[config.mk]
export PLATFORM = sky130hd
export DESIGN_NAME = l2_mshr_alloc_flat
export DESIGN_NICKNAME = d
export VERILOG_FILES = /design/src/rtl/l2_mshr_alloc_pkg.sv /design/src/rtl/l2_mshr_alloc_if.sv /design/src/rtl/l2_mshr_alloc_prio_enc.sv /design/src/rtl/l2_mshr_alloc.sv /design/src/flat_wrapper.sv
export SDC_FILE = /design/constraint.sdc
export NUM_CORES = 1
export LEC_CHECK = 0
export CAP_MARGIN = 0
export CORE_MARGIN = 1
export CORE_UTILIZATION = 35
export CTS_CLUSTER_DIAMETER = 200
export DETAILED_ROUTE_END_ITERATION = 10
export HOLD_SLACK_MARGIN = 0.02
export PLACE_DENSITY = 0.72
export SYNTH_ARGS = -nofsm -noshare
export SYNTH_HDL_FRONTEND = slang
export SYNTH_SLANG_ARGS = --single-unit
export TNS_END_PERCENT = 10
[constraint.sdc]
create_clock -name clk -period 2.6 [get_ports clk]
set_input_delay 0.26 -clock clk [delete_from_list [all_inputs] [get_ports clk]]
set_output_delay 0.26 -clock clk [all_outputs]
set_load 0.01 [all_outputs]
[src/rtl/l2_mshr_alloc_pkg.sv]
// Shared constants and types for the L2 MSHR allocator.
// Holds the default entry count/widths and the drain state encoding.
package l2_mshr_alloc_pkg;

    localparam int L2_N_MSHR        = 4;
    localparam int L2_MSHR_BITS     = $clog2(L2_N_MSHR);
    localparam int L2_MSHR_BITS_P1  = L2_MSHR_BITS + 1;

    typedef enum logic [1:0] {
        RUN   = 2'd0,
        DRAIN = 2'd1,
        DONE  = 2'd2
    } l2_mshr_alloc_state_t;

endpackage

[src/rtl/l2_mshr_alloc_if.sv]
// Allocate/release/drain bundle between the L2 request FSM, the response path and the MSHR owner.
interface l2_mshr_alloc_if
    import l2_mshr_alloc_pkg::*;
#(
    parameter int N_MSHR       = L2_N_MSHR,
    parameter int MSHR_BITS    = L2_MSHR_BITS,
    parameter int MSHR_BITS_P1 = L2_MSHR_BITS_P1
);

    logic                    alloc_req;
    logic                    alloc_gnt;
    logic [MSHR_BITS-1:0]    alloc_idx;
    logic                    rel_valid;
    logic [MSHR_BITS-1:0]    rel_idx;
    logic                    rel_err;
    logic                    drain_req;
    logic                    drain_done;
    logic [N_MSHR-1:0]       mshr_busy;
    logic [MSHR_BITS_P1-1:0] mshr_cnt;

    modport master (
        output alloc_req, rel_valid, rel_idx, drain_req,
        input  alloc_gnt, alloc_idx, rel_err, drain_done, mshr_busy, mshr_cnt
    );

    modport slave (
        input  alloc_req, rel_valid, rel_idx, drain_req,
        output alloc_gnt, alloc_idx, rel_err, drain_done, mshr_busy, mshr_cnt
    );

endinterface

[src/rtl/l2_mshr_alloc_prio_enc.sv]
// Lowest-set-bit priority encoder; idx_o is 0 when no bit is set.
module l2_mshr_prio_enc #(
    parameter int WIDTH     = 4,
    parameter int IDX_WIDTH = 2
) (
    input  logic [WIDTH-1:0]     vec_i,
    output logic [IDX_WIDTH-1:0] idx_o,
    output logic                 any_o
);

    // Scan from the top down so the lowest set bit is the last one written.
    always_comb begin
        idx_o = '0;
        for (int i = WIDTH - 1; i >= 0; i--) begin
            if (vec_i[i]) begin
                idx_o = IDX_WIDTH'(i);
            end
        end
    end

    assign any_o = |vec_i;

endmodule

[src/rtl/l2_mshr_alloc.sv]
// L2 MSHR owner: grants the lowest free entry, retires released entries and
// runs a drain handshake that blocks allocation until every entry has retired.
module l2_mshr_alloc
    import l2_mshr_alloc_pkg::*;
#(
    parameter int N_MSHR       = L2_N_MSHR,
    parameter int MSHR_BITS    = L2_MSHR_BITS,
    parameter int MSHR_BITS_P1 = L2_MSHR_BITS_P1
) (
    input  logic            clk,
    input  logic            rst,
    l2_mshr_alloc_if.slave  bus
);

    logic [N_MSHR-1:0]       busy_q, busy_d;
    logic [MSHR_BITS_P1-1:0] cnt_q, cnt_d;
    logic                    relErr_q, relErr_d;
    l2_mshr_alloc_state_t    state_q, state_d;

    logic [MSHR_BITS-1:0]    freeIdx;
    logic                    freeAny;
    logic                    allocGnt;
    logic                    relHit;
    logic                    relOk;
    logic [N_MSHR-1:0]       allocMask;
    logic [N_MSHR-1:0]       relMask;

    // Grant selection looks only at registered busy state, so a same-cycle
    // release never turns into a same-cycle grant.
    l2_mshr_prio_enc #(
        .WIDTH     (N_MSHR),
        .IDX_WIDTH (MSHR_BITS)
    ) u_prio_enc (
        .vec_i (~busy_q),
        .idx_o (freeIdx),
        .any_o (freeAny)
    );

    assign allocGnt  = bus.alloc_req & freeAny & (state_q == RUN) & ~bus.drain_req;
    assign relHit    = busy_q[bus.rel_idx];
    assign relOk     = bus.rel_valid & relHit;
    assign allocMask = allocGnt ? (N_MSHR'(1) << freeIdx) : '0;
    assign relMask   = relOk ? (N_MSHR'(1) << bus.rel_idx) : '0;

    always_comb begin
        busy_d   = (busy_q | allocMask) & ~relMask;
        cnt_d    = cnt_q - MSHR_BITS_P1'(allocGnt) + MSHR_BITS_P1'(relOk);
        relErr_d = bus.rel_valid & ~relHit;
    end

    // Dropping drain_req always returns to RUN, whether or not the drain finished.
    always_comb begin
        state_d = state_q;
        case (state_q)
            RUN:     if (bus.drain_req) state_d = DRAIN;
            DRAIN: begin
                if (!bus.drain_req)    state_d = RUN;
                else if (busy_q == '0) state_d = DONE;
            end
            DONE:    if (!bus.drain_req) state_d = RUN;
            default: state_d = RUN;
        endcase
    end

    always_ff @(posedge clk) begin
        if (rst) begin
            busy_q   <= '0;
            cnt_q    <= MSHR_BITS_P1'(N_MSHR);
            relErr_q <= 1'b0;
            state_q  <= RUN;
        end else begin
            busy_q   <= busy_d;
            cnt_q    <= cnt_d;
            relErr_q <= relErr_d;
            state_q  <= state_d;
        end
    end

    assign bus.alloc_gnt  = allocGnt;
    assign bus.alloc_idx  = freeIdx;
    assign bus.rel_err    = relErr_q;
    assign bus.drain_done = (state_q == DONE);
    assign bus.mshr_busy  = busy_q;
    assign bus.mshr_cnt   = cnt_q;

endmodule

[src/flat_wrapper.sv]
// flat-port wrapper written by rule: the top's interface ports become plain ports
module l2_mshr_alloc_flat import l2_mshr_alloc_pkg::*;
#(
    parameter int N_MSHR       = L2_N_MSHR,
    parameter int MSHR_BITS    = L2_MSHR_BITS,
    parameter int MSHR_BITS_P1 = L2_MSHR_BITS_P1
)
  (clk, rst, bus_alloc_req, bus_rel_valid, bus_rel_idx, bus_drain_req, bus_alloc_gnt, bus_alloc_idx, bus_rel_err, bus_drain_done, bus_mshr_busy, bus_mshr_cnt);
  l2_mshr_alloc_if #(.N_MSHR(N_MSHR), .MSHR_BITS(MSHR_BITS), .MSHR_BITS_P1(MSHR_BITS_P1)) bus_i ();
  input  logic clk;
  input  logic rst;
  input wire logic [$bits(bus_i.alloc_req)-1:0] bus_alloc_req;
  input wire logic [$bits(bus_i.rel_valid)-1:0] bus_rel_valid;
  input wire logic [$bits(bus_i.rel_idx)-1:0] bus_rel_idx;
  input wire logic [$bits(bus_i.drain_req)-1:0] bus_drain_req;
  output wire logic [$bits(bus_i.alloc_gnt)-1:0] bus_alloc_gnt;
  output wire logic [$bits(bus_i.alloc_idx)-1:0] bus_alloc_idx;
  output wire logic [$bits(bus_i.rel_err)-1:0] bus_rel_err;
  output wire logic [$bits(bus_i.drain_done)-1:0] bus_drain_done;
  output wire logic [$bits(bus_i.mshr_busy)-1:0] bus_mshr_busy;
  output wire logic [$bits(bus_i.mshr_cnt)-1:0] bus_mshr_cnt;
  assign bus_i.alloc_req = bus_alloc_req;
  assign bus_i.rel_valid = bus_rel_valid;
  assign bus_i.rel_idx = bus_rel_idx;
  assign bus_i.drain_req = bus_drain_req;
  assign bus_alloc_gnt = bus_i.alloc_gnt;
  assign bus_alloc_idx = bus_i.alloc_idx;
  assign bus_rel_err = bus_i.rel_err;
  assign bus_drain_done = bus_i.drain_done;
  assign bus_mshr_busy = bus_i.mshr_busy;
  assign bus_mshr_cnt = bus_i.mshr_cnt;
  l2_mshr_alloc #(.N_MSHR(N_MSHR), .MSHR_BITS(MSHR_BITS), .MSHR_BITS_P1(MSHR_BITS_P1)) u_core (.clk(clk), .rst(rst), .bus(bus_i));
endmodule
==> flow_results.xml <==
<?xml version="1.0" encoding="UTF-8"?>
<metrics>
  <group name="outcome">
    <metric name="outcome" unit="">complete, no violations</metric>
  </group>
  <group name="sta">
    <metric name="setup-tns-final" unit="ps">0</metric>
    <metric name="timing.clock.skew" unit="ps">3.15</metric>
    <metric name="hold_viol_final" unit="">0</metric>
    <metric name="setup_viol_count_final" unit="">0</metric>
    <metric name="worst-slew-pin-transition" unit="ps">346</metric>
    <metric name="timing.slew.headroom" unit="">0.769</metric>
    <metric name="fmaxAchievable" unit="MHz">476</metric>
    <metric name="share_of_the_cycle_needed_by_the_critical_path_after_routing" unit="">0.808</metric>
    <metric name="final.min_clock_period" unit="ps">2100</metric>
    <metric name="grt_setup_unrepaired" unit="">no</metric>
    <metric name="maxSlewViolCount" unit="">0</metric>
  </group>
  <group name="global_route">
    <metric name="grt_max_degree" unit="">11</metric>
    <metric name="globalRoute.totalOverflow" unit="">0</metric>
    <metric name="grt_antenna_before_repair" unit="">0</metric>
    <metric name="via_count_of_the_first_global_routing_pass" unit="">374</metric>
    <metric name="gr-usage-all-layers" unit="">0.144</metric>
    <metric name="grt_pass1_wl" unit="mm">1.55</metric>
  </group>
  <group name="floorplanning">
    <metric name="std_cell_rows" unit="">13</metric>
    <metric name="die_area" unit="sq um">1660</metric>
    <metric name="floorplan.die.height" unit="microns">40.7</metric>
    <metric name="floorplan.io_pins" unit="">19</metric>
    <metric name="die_width" unit="microns">40.7</metric>
    <metric name="floorplan.initialDensity" unit="">0.388</metric>
    <metric name="core-area" unit="sq um">1350</metric>
  </group>
  <group name="critical_path">
    <metric name="timing.critical_path.required" unit="ps">2760</metric>
    <metric name="timing.critical_path.fanout_max" unit="">2</metric>
    <metric name="critPathSlowestCell" unit="">clkdlybuf4s50_1</metric>
    <metric name="worst_setup_path_end_kind" unit="">register</metric>
    <metric name="timing.critical_path.cells" unit="">clkdlybuf4s50_1 -&gt; nor4b_4 -&gt; o21a_1 -&gt; ha_1 -&gt; inv_1 -&gt; ha_1 -&gt; inv_1 -&gt; fa_1 -&gt; xnor2_1 -&gt; nand2b_1</metric>
    <metric name="start_kind" unit="">input port</metric>
    <metric name="path_class" unit="">in2reg</metric>
    <metric name="worst_ep_arrival_time" unit="ps">2260</metric>
    <metric name="critical-path-max-stage-delay" unit="ps">460</metric>
    <metric name="crit_buf_inv" unit="">3</metric>
    <metric name="path_delay_family" unit="">adder cells</metric>
  </group>
  <group name="clock_network">
    <metric name="worstSkewPairLatency" unit="ps">260</metric>
    <metric name="cts.hold.buffers_added" unit="">0</metric>
    <metric name="cts.root.buffer_cell" unit="">clkbuf_4</metric>
    <metric name="cts-root-to-sink-buffers" unit="">2</metric>
    <metric name="gates_resized_cts_repair" unit="">0</metric>
    <metric name="post-cts-setup-buffer-count" unit="">0</metric>
    <metric name="tritoncts_clock_tree" unit="">yes</metric>
    <metric name="h-tree-depth" unit="">1</metric>
    <metric name="clkSlewWorstSetupHoldPaths" unit="ps">60</metric>
    <metric name="number_of_cts_inserted_buffers" unit="">3</metric>
    <metric name="clock-sinks" unit="">10</metric>
  </group>
  <group name="cells_and_area">
    <metric name="final_layout_size_suffix_gt1_frac" unit="">0.110</metric>
    <metric name="layout.cell_area.non_filler" unit="sq um">744</metric>
    <metric name="nets" unit="">85</metric>
    <metric name="insertedDiodeCount" unit="">0</metric>
    <metric name="layout-area-overhead-vs-synth" unit="%">42.0</metric>
  </group>
  <group name="synth">
    <metric name="postSynthAreaPerCell" unit="sq um">9.89</metric>
    <metric name="ys_async_sr_fraction" unit="">0</metric>
    <metric name="synth.largest_area_cell" unit="">dfxtp_1</metric>
    <metric name="yosys_register_bits" unit="">10</metric>
    <metric name="synth_edf_count" unit="">0</metric>
    <metric name="synth_cells" unit="">53</metric>
    <metric name="syn-cell-area" unit="sq um">524</metric>
    <metric name="synth.yosys.seq_area_share" unit="">0.382</metric>
    <metric name="post_synth_main_area_contributors" unit="">dfxtp_1 38%, ha_1 4.8%, nor4b_4 4.5%</metric>
    <metric name="synth_fp_nets" unit="">63</metric>
    <metric name="synthDistinctLibCells" unit="">28</metric>
    <metric name="ys.flop_type" unit="">dfxtp_1</metric>
    <metric name="synth.yosys.warnings" unit="">0</metric>
    <metric name="yosysTopAreaCellShare" unit="">0.382</metric>
  </group>
  <group name="flow_run">
    <metric name="max_cap_violations" unit="">0</metric>
  </group>
  <group name="hold_path">
    <metric name="holdCritPathClass" unit="">reg2reg</metric>
  </group>
  <group name="route">
    <metric name="number_of_nets_with_antenna_violations_after_detailed_routing" unit="">0</metric>
    <metric name="route.vias.total" unit="">449</metric>
    <metric name="routedWlPerCell" unit="microns">12.8</metric>
    <metric name="firstDrtPassIters" unit="">4</metric>
    <metric name="detail_routed_via_count_per_cell" unit="">5.10</metric>
    <metric name="drc" unit="">0</metric>
    <metric name="route.final.wire_length" unit="mm">1.13</metric>
    <metric name="drt_iter0_drc" unit="">11</metric>
  </group>
  <group name="placement">
    <metric name="portBuffers" unit="">18</metric>
    <metric name="gpl.final_weighted_congestion" unit="">0.719</metric>
    <metric name="post_dp_cell_area" unit="sq um">722</metric>
    <metric name="post-dp-hpwl" unit="microns">805</metric>
  </group>
  <group name="power_and_ir_drop">
    <metric name="vdd.ir_drop.worst" unit="mV">0.192</metric>
    <metric name="leakage" unit="nW">0.287</metric>
    <metric name="pwr_density_cell" unit="nW/um^2">502</metric>
  </group>
</metrics>
[report_power, final]
part	switching [mW]	total, mW	internal [mW]
Combinational	0.0357	0.0917	0.0560
Clock	0.0504	0.104	0.0534
Sequential	0.0123	0.178	0.166
Total	0.0985	0.374	0.275
[metal layers]
metal  vias up  routed length, microns  global-route usage
met2        14                     526               0.222
li1        228                       -                   -
met1       205                     529               0.195
met4         0                      17              0.0750
met5         -                       0                   0
met3         2                      53              0.0163
[cells in the mapped netlist, types with 2 or more instances]
master    instances
dfxtp_1          10
nor2_1            5
inv_1             4
a21oi_1           3
nand2b_1          3
nor2b_1           3
a311oi_1          2
ha_1              2
nand2_1           2
[metrics by stage]
step	cells	hold WS (ps)	utilization	power (mW)	setup WS [ps]
after global routing	88	542	0.551	0.395	413
final	88	534	0.551	0.374	500
after floorplan	53	376	-	0.228	553
after CTS	88	526	0.551	0.380	474
after global placement	85	499	0.535	0.271	267
after detailed placement	85	513	0.535	0.273	242
[placed cells by master, fill, tap and decap left out]
cell type,netlist,layout
a211oi_1,1,1
dfxtp_1,10,10
nor4b_4,1,1
o21a_1,1,1
xnor2_1,1,1
fa_1,1,1
a311oi_1,2,2
inv_1,4,4
a22oi_1,1,1
buf_4,0,1
mux4_2,1,1
nand2b_1,3,3
a31oi_1,1,1
xor2_1,1,1
a41o_1,1,1
a21boi_1,1,1
nor4_1,1,1
nor2_1,5,5
clkdlybuf4s50_1,0,18
nor2b_1,3,3
and4b_1,1,1
a21oi_1,3,3
and2b_2,1,1
nand3_1,1,1
nor3b_2,1,1
nand2_1,2,2
and2_1,1,1
clkbuf_4,0,3
ha_1,2,2
[worst register-to-register path: stages (launching register included)]
cell	delay [ps]
dfxtp_1	500
nand2_1	120
o21a_1	220
ha_1	270
inv_1	60
ha_1	140
inv_1	50
fa_1	380
xnor2_1	160
nand2b_1	60
[final cells by class]
cell class | instances | area [sq um]
sequential | 10 | 200
tap | 15 | 18.8
inverter | 4 | 15.0
timing repair buffer | 19 | 188
fill | 128 | 606
multi-input combinational | 37 | 300
clock buffer | 3 | 22.5
[path summary, 6_finish.rpt]
check | startpoint | endpoint | slack, ps | cells past startpoint
max | bus_drain_req | u_core.bus.mshr_cnt[2]$_SDFF_PP1_ | 500 | 10
min | u_core.state_q[1]$_SDFFE_PP0P_ | u_core.state_q[0]$_SDFFE_PP0P_ | 530 | 1
max reg2reg | u_core.bus.mshr_busy[0]$_SDFF_PP0_ | u_core.bus.mshr_cnt[2]$_SDFF_PP1_ | 540 | 9
min reg2reg | u_core.state_q[1]$_SDFFE_PP0P_ | u_core.state_q[0]$_SDFFE_PP0P_ | 530 | 1
[cell families (layout without fill, tap and decap cells)]
family | Yosys count | in the layout | synth area share
AO/OA/AOI/OAI | 11 | 11 | 0.150
XOR/XNOR | 2 | 2 | 0.0334
adder cells (fa/ha/maj) | 3 | 3 | 0.0859
buffers and inverters | 6 | 26 | 0.0453
flip-flops | 10 | 10 | 0.382
multiplexers | 1 | 1 | 0.0430
AND/OR/NAND/NOR | 20 | 20 | 0.260
[sequential cells by signal, indices dropped and copies added (netlist names)]
register / flops
u_core.bus.rel_err: 1
u_core.bus.mshr_busy: 4
u_core.state_q: 2
u_core.bus.mshr_cnt: 3
Power figures use the tool's default switching activity.
